## config.mk

```make
export PLATFORM = sky130hd
export DESIGN_NAME = wb_arbiter_flat
export DESIGN_NICKNAME = d
export VERILOG_FILES = /design/src/rtl/wb_arbiter_pkg.sv /design/src/rtl/wb_arbiter_if.sv /design/src/rtl/wb_arbiter_rr_arbiter.sv /design/src/rtl/wb_arbiter.sv /design/src/flat_wrapper.sv
export SDC_FILE = /design/constraint.sdc
export NUM_CORES = 1
export LEC_CHECK = 0
export ABC_AREA = 1
export CAP_MARGIN = 40
export CORE_ASPECT_RATIO = 1.1
export CORE_MARGIN = 2
export CORE_UTILIZATION = 53
export CTS_CLUSTER_SIZE = 30
export DETAILED_ROUTE_END_ITERATION = 8
export GPL_TIMING_DRIVEN = 0
export PLACE_DENSITY_LB_ADDON = 0.1
export SETUP_SLACK_MARGIN = 0.05
export SLEW_MARGIN = 25
export SYNTH_ARGS = -nofsm -noshare
export SYNTH_HDL_FRONTEND = slang
export SYNTH_SLANG_ARGS = --single-unit
```

## constraint.sdc

```tcl
create_clock -name clk -period 20.4 [get_ports clk]
set_input_delay 5.1 -clock clk [delete_from_list [all_inputs] [get_ports clk]]
set_output_delay 5.1 -clock clk [all_outputs]
set_load 0.1 [all_outputs]
```

## src/rtl/wb_arbiter_pkg.sv

```systemverilog
// Shared constants for the writeback arbiter: FU indices, default widths and a pointer-width helper.
package wb_arbiter_pkg;
  localparam int FU_ALU  = 0;
  localparam int FU_JUMP = 1;
  localparam int FU_MEM  = 2;
  localparam int FU_MUL  = 3;
  localparam int FU_DIV  = 4;

  localparam int NUM_FU_DEF = 5;
  localparam int REG_ADDR_W = 5;
  localparam int DATA_W_DEF = 32;

  function automatic int ptr_w(input int n);
    return (n > 1) ? $clog2(n) : 1;
  endfunction
endpackage

```

## src/rtl/wb_arbiter_if.sv

```systemverilog
// FU-to-writeback bus. WB_FWD_EN adds the forwarding outputs.
interface wb_arbiter_if
  import wb_arbiter_pkg::*;
#(
  parameter int NUM_FU = NUM_FU_DEF,
  parameter int DATA_W = DATA_W_DEF,
  parameter int ADDR_W = REG_ADDR_W
);
  logic [NUM_FU-1:0]             req_valid;
  logic [NUM_FU-1:0][ADDR_W-1:0] req_addr;
  logic [NUM_FU-1:0][DATA_W-1:0] req_data;
  logic [NUM_FU-1:0]             req_ready;
  logic                          wb_stall;
  logic [NUM_FU-1:0]             wt_en;
  logic [ADDR_W-1:0]             wt_addr;
  logic [DATA_W-1:0]             wt_data;
  logic [NUM_FU-1:0]             done;
`ifdef WB_FWD_EN
  logic                          fwd_valid;
  logic [ADDR_W-1:0]             fwd_addr;
  logic [DATA_W-1:0]             fwd_data;

  modport master (output req_valid, req_addr, req_data, wb_stall,
                  input  req_ready, wt_en, wt_addr, wt_data, done,
                         fwd_valid, fwd_addr, fwd_data);
  modport slave  (input  req_valid, req_addr, req_data, wb_stall,
                  output req_ready, wt_en, wt_addr, wt_data, done,
                         fwd_valid, fwd_addr, fwd_data);
`else
  modport master (output req_valid, req_addr, req_data, wb_stall,
                  input  req_ready, wt_en, wt_addr, wt_data, done);
  modport slave  (input  req_valid, req_addr, req_data, wb_stall,
                  output req_ready, wt_en, wt_addr, wt_data, done);
`endif
endinterface

```

## src/rtl/wb_arbiter_rr_arbiter.sv

```systemverilog
// Combinational round-robin picker: search starts at ptr and wraps; returns one-hot grant and next pointer.
module rr_arbiter
  import wb_arbiter_pkg::*;
#(
  parameter int N  = NUM_FU_DEF,
  parameter int PW = ptr_w(N)
) (
  input  logic [N-1:0]  req,
  input  logic [PW-1:0] ptr,
  output logic [N-1:0]  gnt,
  output logic [PW-1:0] ptr_nxt
);
  // Walk from the farthest candidate to the nearest so the nearest valid one wins.
  always_comb begin
    int idx;
    gnt     = '0;
    ptr_nxt = ptr;
    idx     = 0;
    for (int i = N - 1; i >= 0; i--) begin
      idx = (int'(ptr) + i) % N;
      if (req[idx[PW-1:0]]) begin
        gnt                = '0;
        gnt[idx[PW-1:0]]   = 1'b1;
        ptr_nxt            = PW'((idx + 1) % N);
      end
    end
  end
endmodule

```

## src/rtl/wb_arbiter.sv

```systemverilog
// Round-robin writeback arbiter with one registered output stage.
// Optional macro WB_FWD_EN exposes the output stage as fwd_valid/fwd_addr/fwd_data.
module wb_arbiter
  import wb_arbiter_pkg::*;
#(
  parameter int NUM_FU = NUM_FU_DEF,
  parameter int DATA_W = DATA_W_DEF,
  parameter int ADDR_W = REG_ADDR_W
) (
  input logic         clk,
  input logic         rst,
  wb_arbiter_if.slave bus
);
  localparam int PW = ptr_w(NUM_FU);

  logic [PW-1:0]     ptr, ptr_nxt;
  logic [NUM_FU-1:0] req, gnt;
  logic [ADDR_W-1:0] addr_sel;
  logic [DATA_W-1:0] data_sel;

  // Reset and stall both mask requests so no grant can leak out combinationally.
  assign req = bus.req_valid & {NUM_FU{rst & ~bus.wb_stall}};

  rr_arbiter #(.N(NUM_FU), .PW(PW)) u_rr (
    .req     (req),
    .ptr     (ptr),
    .gnt     (gnt),
    .ptr_nxt (ptr_nxt)
  );

  assign bus.req_ready = gnt;

  always_comb begin
    addr_sel = '0;
    data_sel = '0;
    for (int k = 0; k < NUM_FU; k++) begin
      if (gnt[k]) begin
        addr_sel = addr_sel | bus.req_addr[k];
        data_sel = data_sel | bus.req_data[k];
      end
    end
  end

  // Address 0 is hardwired: still consumed and reported done, never written.
  always_ff @(posedge clk or negedge rst) begin
    if (!rst) begin
      ptr         <= '0;
      bus.done    <= '0;
      bus.wt_en   <= '0;
      bus.wt_addr <= '0;
      bus.wt_data <= '0;
    end else begin
      ptr         <= ptr_nxt;
      bus.done    <= gnt;
      bus.wt_en   <= (addr_sel != '0) ? gnt : '0;
      bus.wt_addr <= addr_sel;
      bus.wt_data <= data_sel;
    end
  end

`ifdef WB_FWD_EN
  assign bus.fwd_valid = |bus.wt_en;
  assign bus.fwd_addr  = bus.wt_addr;
  assign bus.fwd_data  = bus.wt_data;
`endif
endmodule

```

## src/flat_wrapper.sv

```systemverilog
// flat-port wrapper written by rule: the top's interface ports become plain ports
module wb_arbiter_flat import wb_arbiter_pkg::*;
#(
  parameter int NUM_FU = NUM_FU_DEF,
  parameter int DATA_W = DATA_W_DEF,
  parameter int ADDR_W = REG_ADDR_W
)
  (clk, rst, bus_req_valid, bus_req_addr, bus_req_data, bus_wb_stall, bus_req_ready, bus_wt_en, bus_wt_addr, bus_wt_data, bus_done);
  wb_arbiter_if #(.NUM_FU(NUM_FU), .DATA_W(DATA_W), .ADDR_W(ADDR_W)) bus_i ();
  input logic clk;
  input logic rst;
  input wire logic [$bits(bus_i.req_valid)-1:0] bus_req_valid;
  input wire logic [$bits(bus_i.req_addr)-1:0] bus_req_addr;
  input wire logic [$bits(bus_i.req_data)-1:0] bus_req_data;
  input wire logic [$bits(bus_i.wb_stall)-1:0] bus_wb_stall;
  output wire logic [$bits(bus_i.req_ready)-1:0] bus_req_ready;
  output wire logic [$bits(bus_i.wt_en)-1:0] bus_wt_en;
  output wire logic [$bits(bus_i.wt_addr)-1:0] bus_wt_addr;
  output wire logic [$bits(bus_i.wt_data)-1:0] bus_wt_data;
  output wire logic [$bits(bus_i.done)-1:0] bus_done;
  assign bus_i.req_valid = bus_req_valid;
  assign bus_i.req_addr = bus_req_addr;
  assign bus_i.req_data = bus_req_data;
  assign bus_i.wb_stall = bus_wb_stall;
  assign bus_req_ready = bus_i.req_ready;
  assign bus_wt_en = bus_i.wt_en;
  assign bus_wt_addr = bus_i.wt_addr;
  assign bus_wt_data = bus_i.wt_data;
  assign bus_done = bus_i.done;
  wb_arbiter #(.NUM_FU(NUM_FU), .DATA_W(DATA_W), .ADDR_W(ADDR_W)) u_core (.clk(clk), .rst(rst), .bus(bus_i));
endmodule
```

==> results.md, run 1 <==
- Syn Nets: a little over 2,000
- Hpwl dp: between 30,000 and 40,000 um
- Status: aborted with a tool error
- Grt total ovfl: 2
- Gr usage total: 0.587
- Port Buffer Count: around 240
- Root Buffer Master: clkbuf_16
- I/O pins: 245
- CTS Buf Count: 5
- H-tree Lvls: 2
- Sequential share of the synthesized area: 0.121
- Gpl congestion: 0.979
- Yosys cell types: 59
- Die width: ~140 um
- Largest net degree at the start of global routing: 52
- Worst ep type: register data pin
- Syn. warnings: 0
- #FFs+latches synth: 50
- Worst_ep grt: u_core.ptr[2]$_DFFE_PN0P_/D
- Post-synth ARST share: 1.00
- Mapped Area: about 0.010 mm^2
- Last stage reached: global routing (5_1_grt)
- Mapped Cells: approximately 1,800
- Error: [ERROR GRT-0232] Routing congestion too high. Check the congestion heatmap in the GUI.
- Row count: 53
- Post-synth EDFFs: 0
- Starting Density: 0.540
- Die Ht: 150 um
- Placed cell count: 2,347
- Syn avg cell area: 5.72 um^2
- Post-synth top flop: dfrtp_1
- Clock sink count: 50
- CTS Hold Buffers Added: 0
- Clk buf depth: 2
==> per-stage QoR <==
step	TNS [ps]	area [um^2]	hold WS, ps	worst slack [ps]
floorplan	0	10300	609	2110
global placement	-5680	13100	723	-2150
detailed placement	-3490	14300	717	-1440
CTS	-25.3	14800	743	-25.3
==> synth_stat cells (all sizes together) (4+ instances only) <==
master	n	area share
a21oi	33	0.019
clkbuf	17	0.0062
nand2	710	0.30
o21ai	78	0.039
xnor2	5	0.0042
ha	48	0.058
a31oi	4	0.0024
o211ai	7	0.0051
nor3	11	0.0069
nand3	265	0.15
inv	234	0.086
dfrtp	50	0.12
nor2	133	0.060
a22oi	70	0.051
buf	26	0.017
clkinv	15	0.0057
xor2	32	0.027
nand4	32	0.020
==> timing repair <==
| action | CTS |
|---|---|
| gates resized for setup | 54 |
| buffers inserted | 18 |
| gates cloned | 0 |
| endpoints found under the setup margin | 3 |
| pin swaps | 22 |
==> layer usage <==
metal  track usage  overflow
met5         0.126         0
met2         0.844         1
met1         0.582         0
met4         0.552         1
met3         0.330         0
==> kinds of logic after synthesis <==
logic type,synth area share
AND/OR/NAND/NOR,0.542
XOR/XNOR,0.0314
adder cells (fa/ha/maj),0.0602
AO/OA/AOI/OAI,0.131
flip-flops,0.121
buffers and inverters,0.115
==> inputs of run 2 (changes only) <==
CORE_ASPECT_RATIO = default   (was 1.1)
CORE_UTILIZATION = 40   (was 53)
CTS_CLUSTER_SIZE = default   (was 30)
PLACE_DENSITY_LB_ADDON = 0.15   (was 0.1)
SETUP_SLACK_MARGIN = default   (was 0.05)
==> run 2 against run 1 <==
Effect of this change:
- the run now ends clean
- synthesized cell count is the same
- area after synthesis stayed put
==> results.md, run 2 <==
- Vias per cell: between 5 and 6
- Skew final: around 9.0 ps
- Largest Register: u_core.bus.wt_data
- Max FO, Critical Path: 6
- Reg2reg path depth: about 170
- Commonest non-fill, non-tap cells in the layout: 514 x nand2_1, 241 x clkdlybuf4s50_1, 196 x nand3_1
- Die Ht: ~160 um
- Leading area contributor after synthesis: nand2_1
- Gpl congestion: roughly 0.95
- Die width: approximately 160 um
- Hold Crit Depth: 2
- Starting Density: 0.408
- TritonRoute pass-1 iters: 5
- Mapped Area: ~0.010 mm^2
- Post-route ant nets: 0
- Pre-CTS WS: -658 ps
- Largest net degree at the start of global routing: 27
- CP required: 20,600 ps
- Sequential share of the synthesized area: 0.121
- Yosys top cell area share: 0.216
- Syn. warnings: 0
- Least-Margin Pin Slew: about 690 ps
- Worst Hold Class: reg -> reg
- Row count: between 50 and 60
- Synth area leaders: nand2_1 22%, dfrtp_1 12%, nand3_1 11%
- DR WL/cell: about 16 um
- Clk buf depth: 2
- Placed cell count: around 2,400
- CP peak stage delay: around 440 ps
- Worst path slowest cell: clkdlybuf4s50_1
- DRT iter0 DRCs: between 800 and 900
- Post-synth top flop: dfrtp_1
- FMAX: 50.5 MHz
- Antenna violations before repair: 0
- Final wirelength: ~40,000 um
- DRC viols: 0
- Tcrit/Tclk final: 0.970
- Max reg flops: 32
- Share of post-route cells with drive strength above 1: 0.267
- Clock sink count: 50
- Gr usage total: 0.267
- RR Startpoint: u_core.ptr[0]$_DFFE_PN0P_
- Worst-path clk slew: about 80 ps
- Most common cell after layout, fill and taps aside: nand2_1
- Vias: 13,200
- Mapped Cells: approximately 1,800
- Clock Latency Late Sink: ~310 ps
- Worst hold slack: 709 ps
- Max_cap viols: 0
- Most frequent cell after synthesis: nand2_1
- Core area: around 0.025 mm^2
- Hpwl dp: between 30,000 and 40,000 um
- Final setup viols: 0
- Post-synth EDFFs: 0
- Pins Over Slew Limit: 0
- Critical Path AT: approximately 20,000 ps
- Syn avg cell area: 5.72 um^2
- Rel. slew slack: 0.538
- #FFs+latches synth: 50
- Synth cell count leaders: 593 x nand2_1, 230 x nand3_1, 176 x inv_1
- R2r endpoint: u_core.ptr[2]$_DFFE_PN0P_
- Port Buffer Count: about 240
- Setup crit start kind: primary input
- FF-to-FF setup slack: between 2000 and 3000 ps
- Vias in the first global route: 12,000
- First-pass GRT wire length: slightly below 60,000 um
- Layout area overhead: 58.1%
- Total die area: 0.0271 mm^2
- I/O pins: between 200 and 250
- WS Path Type: in -> reg
- Status: finished clean
- Crit end category: register
- Unrepaired setup endpoints after global routing: true
- Root Buffer Master: clkbuf_16
- Tmin final: slightly below 20,000 ps
- Hold_sp: u_core.ptr[1]$_DFFE_PN0P_
- TritonCTS clock tree: yes
- Grt total ovfl: 0
- Diodes inserted: 0
- Yosys cell types: a little under 60
- CTS Buf Count: 5
- Final instance count without filler cells: roughly 2,500
- Syn Nets: 2,046
- Most frequent CP cell: nand2_2
- CTS Hold Buffers Added: 0
- Endpoints failing hold: 0
- Net count, final: 2,419
- PnR worst setup slack: 616 ps
- H-tree Lvls: 2
- Post-synth ARST share: 1.00
- WHS Endpoint: u_core.ptr[1]$_DFFE_PN0P_
run 2: cell counts after synthesis:
No cell type changed its count.
run 2: through the flow:
step / util / TNS, ps / cell area, um^2
after global placement: 0.522 / -5590 / 13200
after global routing: 0.646 / -1020 / 16300
after floorplan: - / 0 / 10300
after detailed placement: 0.575 / -1160 / 14500
after CTS: 0.584 / 0 / 14800
final: 0.646 / 0 / 16300
run 2: cell families after synthesis:
group	synth area share
AOI/OAI and AO/OA	0.131
xor gates and xnor gates	0.0314
adders and majority gates	0.0602
buffers and inverters	0.115
DFF	0.121
and+or+nand+nor	0.542
run 2: layer usage:
metal / vias to the layer above / wire, um / track usage
li1: 6624 / - / -
met1: 6069 / 15700 / 0.316
met2: 411 / 20800 / 0.499
met3: 81 / 2040 / 0.0301
met4: 0 / 1360 / 0.0901
met5: - / 0 / 0
run 2: final cells by class:
class	count	area (um^2)
Fill cell	2285	8950
Multi-Input combinational cell	1462	8870
Timing Repair Buffer	366	4380
Sequential cell	50	1250
Inverter	249	961
Tap cell	330	413
Buffer	43	264
Clock buffer	5	125
Clock inverter	3	43.8
run 2: worst max path at each step:
stage               slack (ps)                         to             start  cells after the start
finish                     620  u_core.ptr[2]$_DFFE_PN0P_  bus_req_valid[0]                    155
global route              -580  u_core.ptr[2]$_DFFE_PN0P_               rst                    155
CTS                          9  u_core.ptr[2]$_DFFE_PN0P_      bus_wb_stall                    161
detailed placement        -660  u_core.ptr[2]$_DFFE_PN0P_               rst                    163
global placement         -2130  u_core.ptr[2]$_DFFE_PN0P_               rst                    164
floorplan                 2110  u_core.ptr[2]$_DFFE_PN0P_               rst                    167
run 2: what timing repair did:
| item | CTS | global route |
|---|---|---|
| setup endpoints to repair | 2 | 3 |
| resized for setup | 9 | 272 |
| pin swaps | 1 | 126 |
| cloned | 1 | 3 |
| buffers inserted | 1 | 64 |
run 2: worst max-delay path: cells and delay by family:
| family | cells | cell delay (ps) |
|---|---|---|
| adders and majority gates | 4 | 660 |
| buffers and inverters | 10 | 1040 |
| AOI/OAI and AO/OA | 3 | 380 |
| xor gates and xnor gates | 2 | 330 |
| and+or+nand+nor | 136 | 12360 |
Power of run 2 is not shown: default switching activity piles up to over one toggle a cycle in this logic, so the estimate is an artifact.
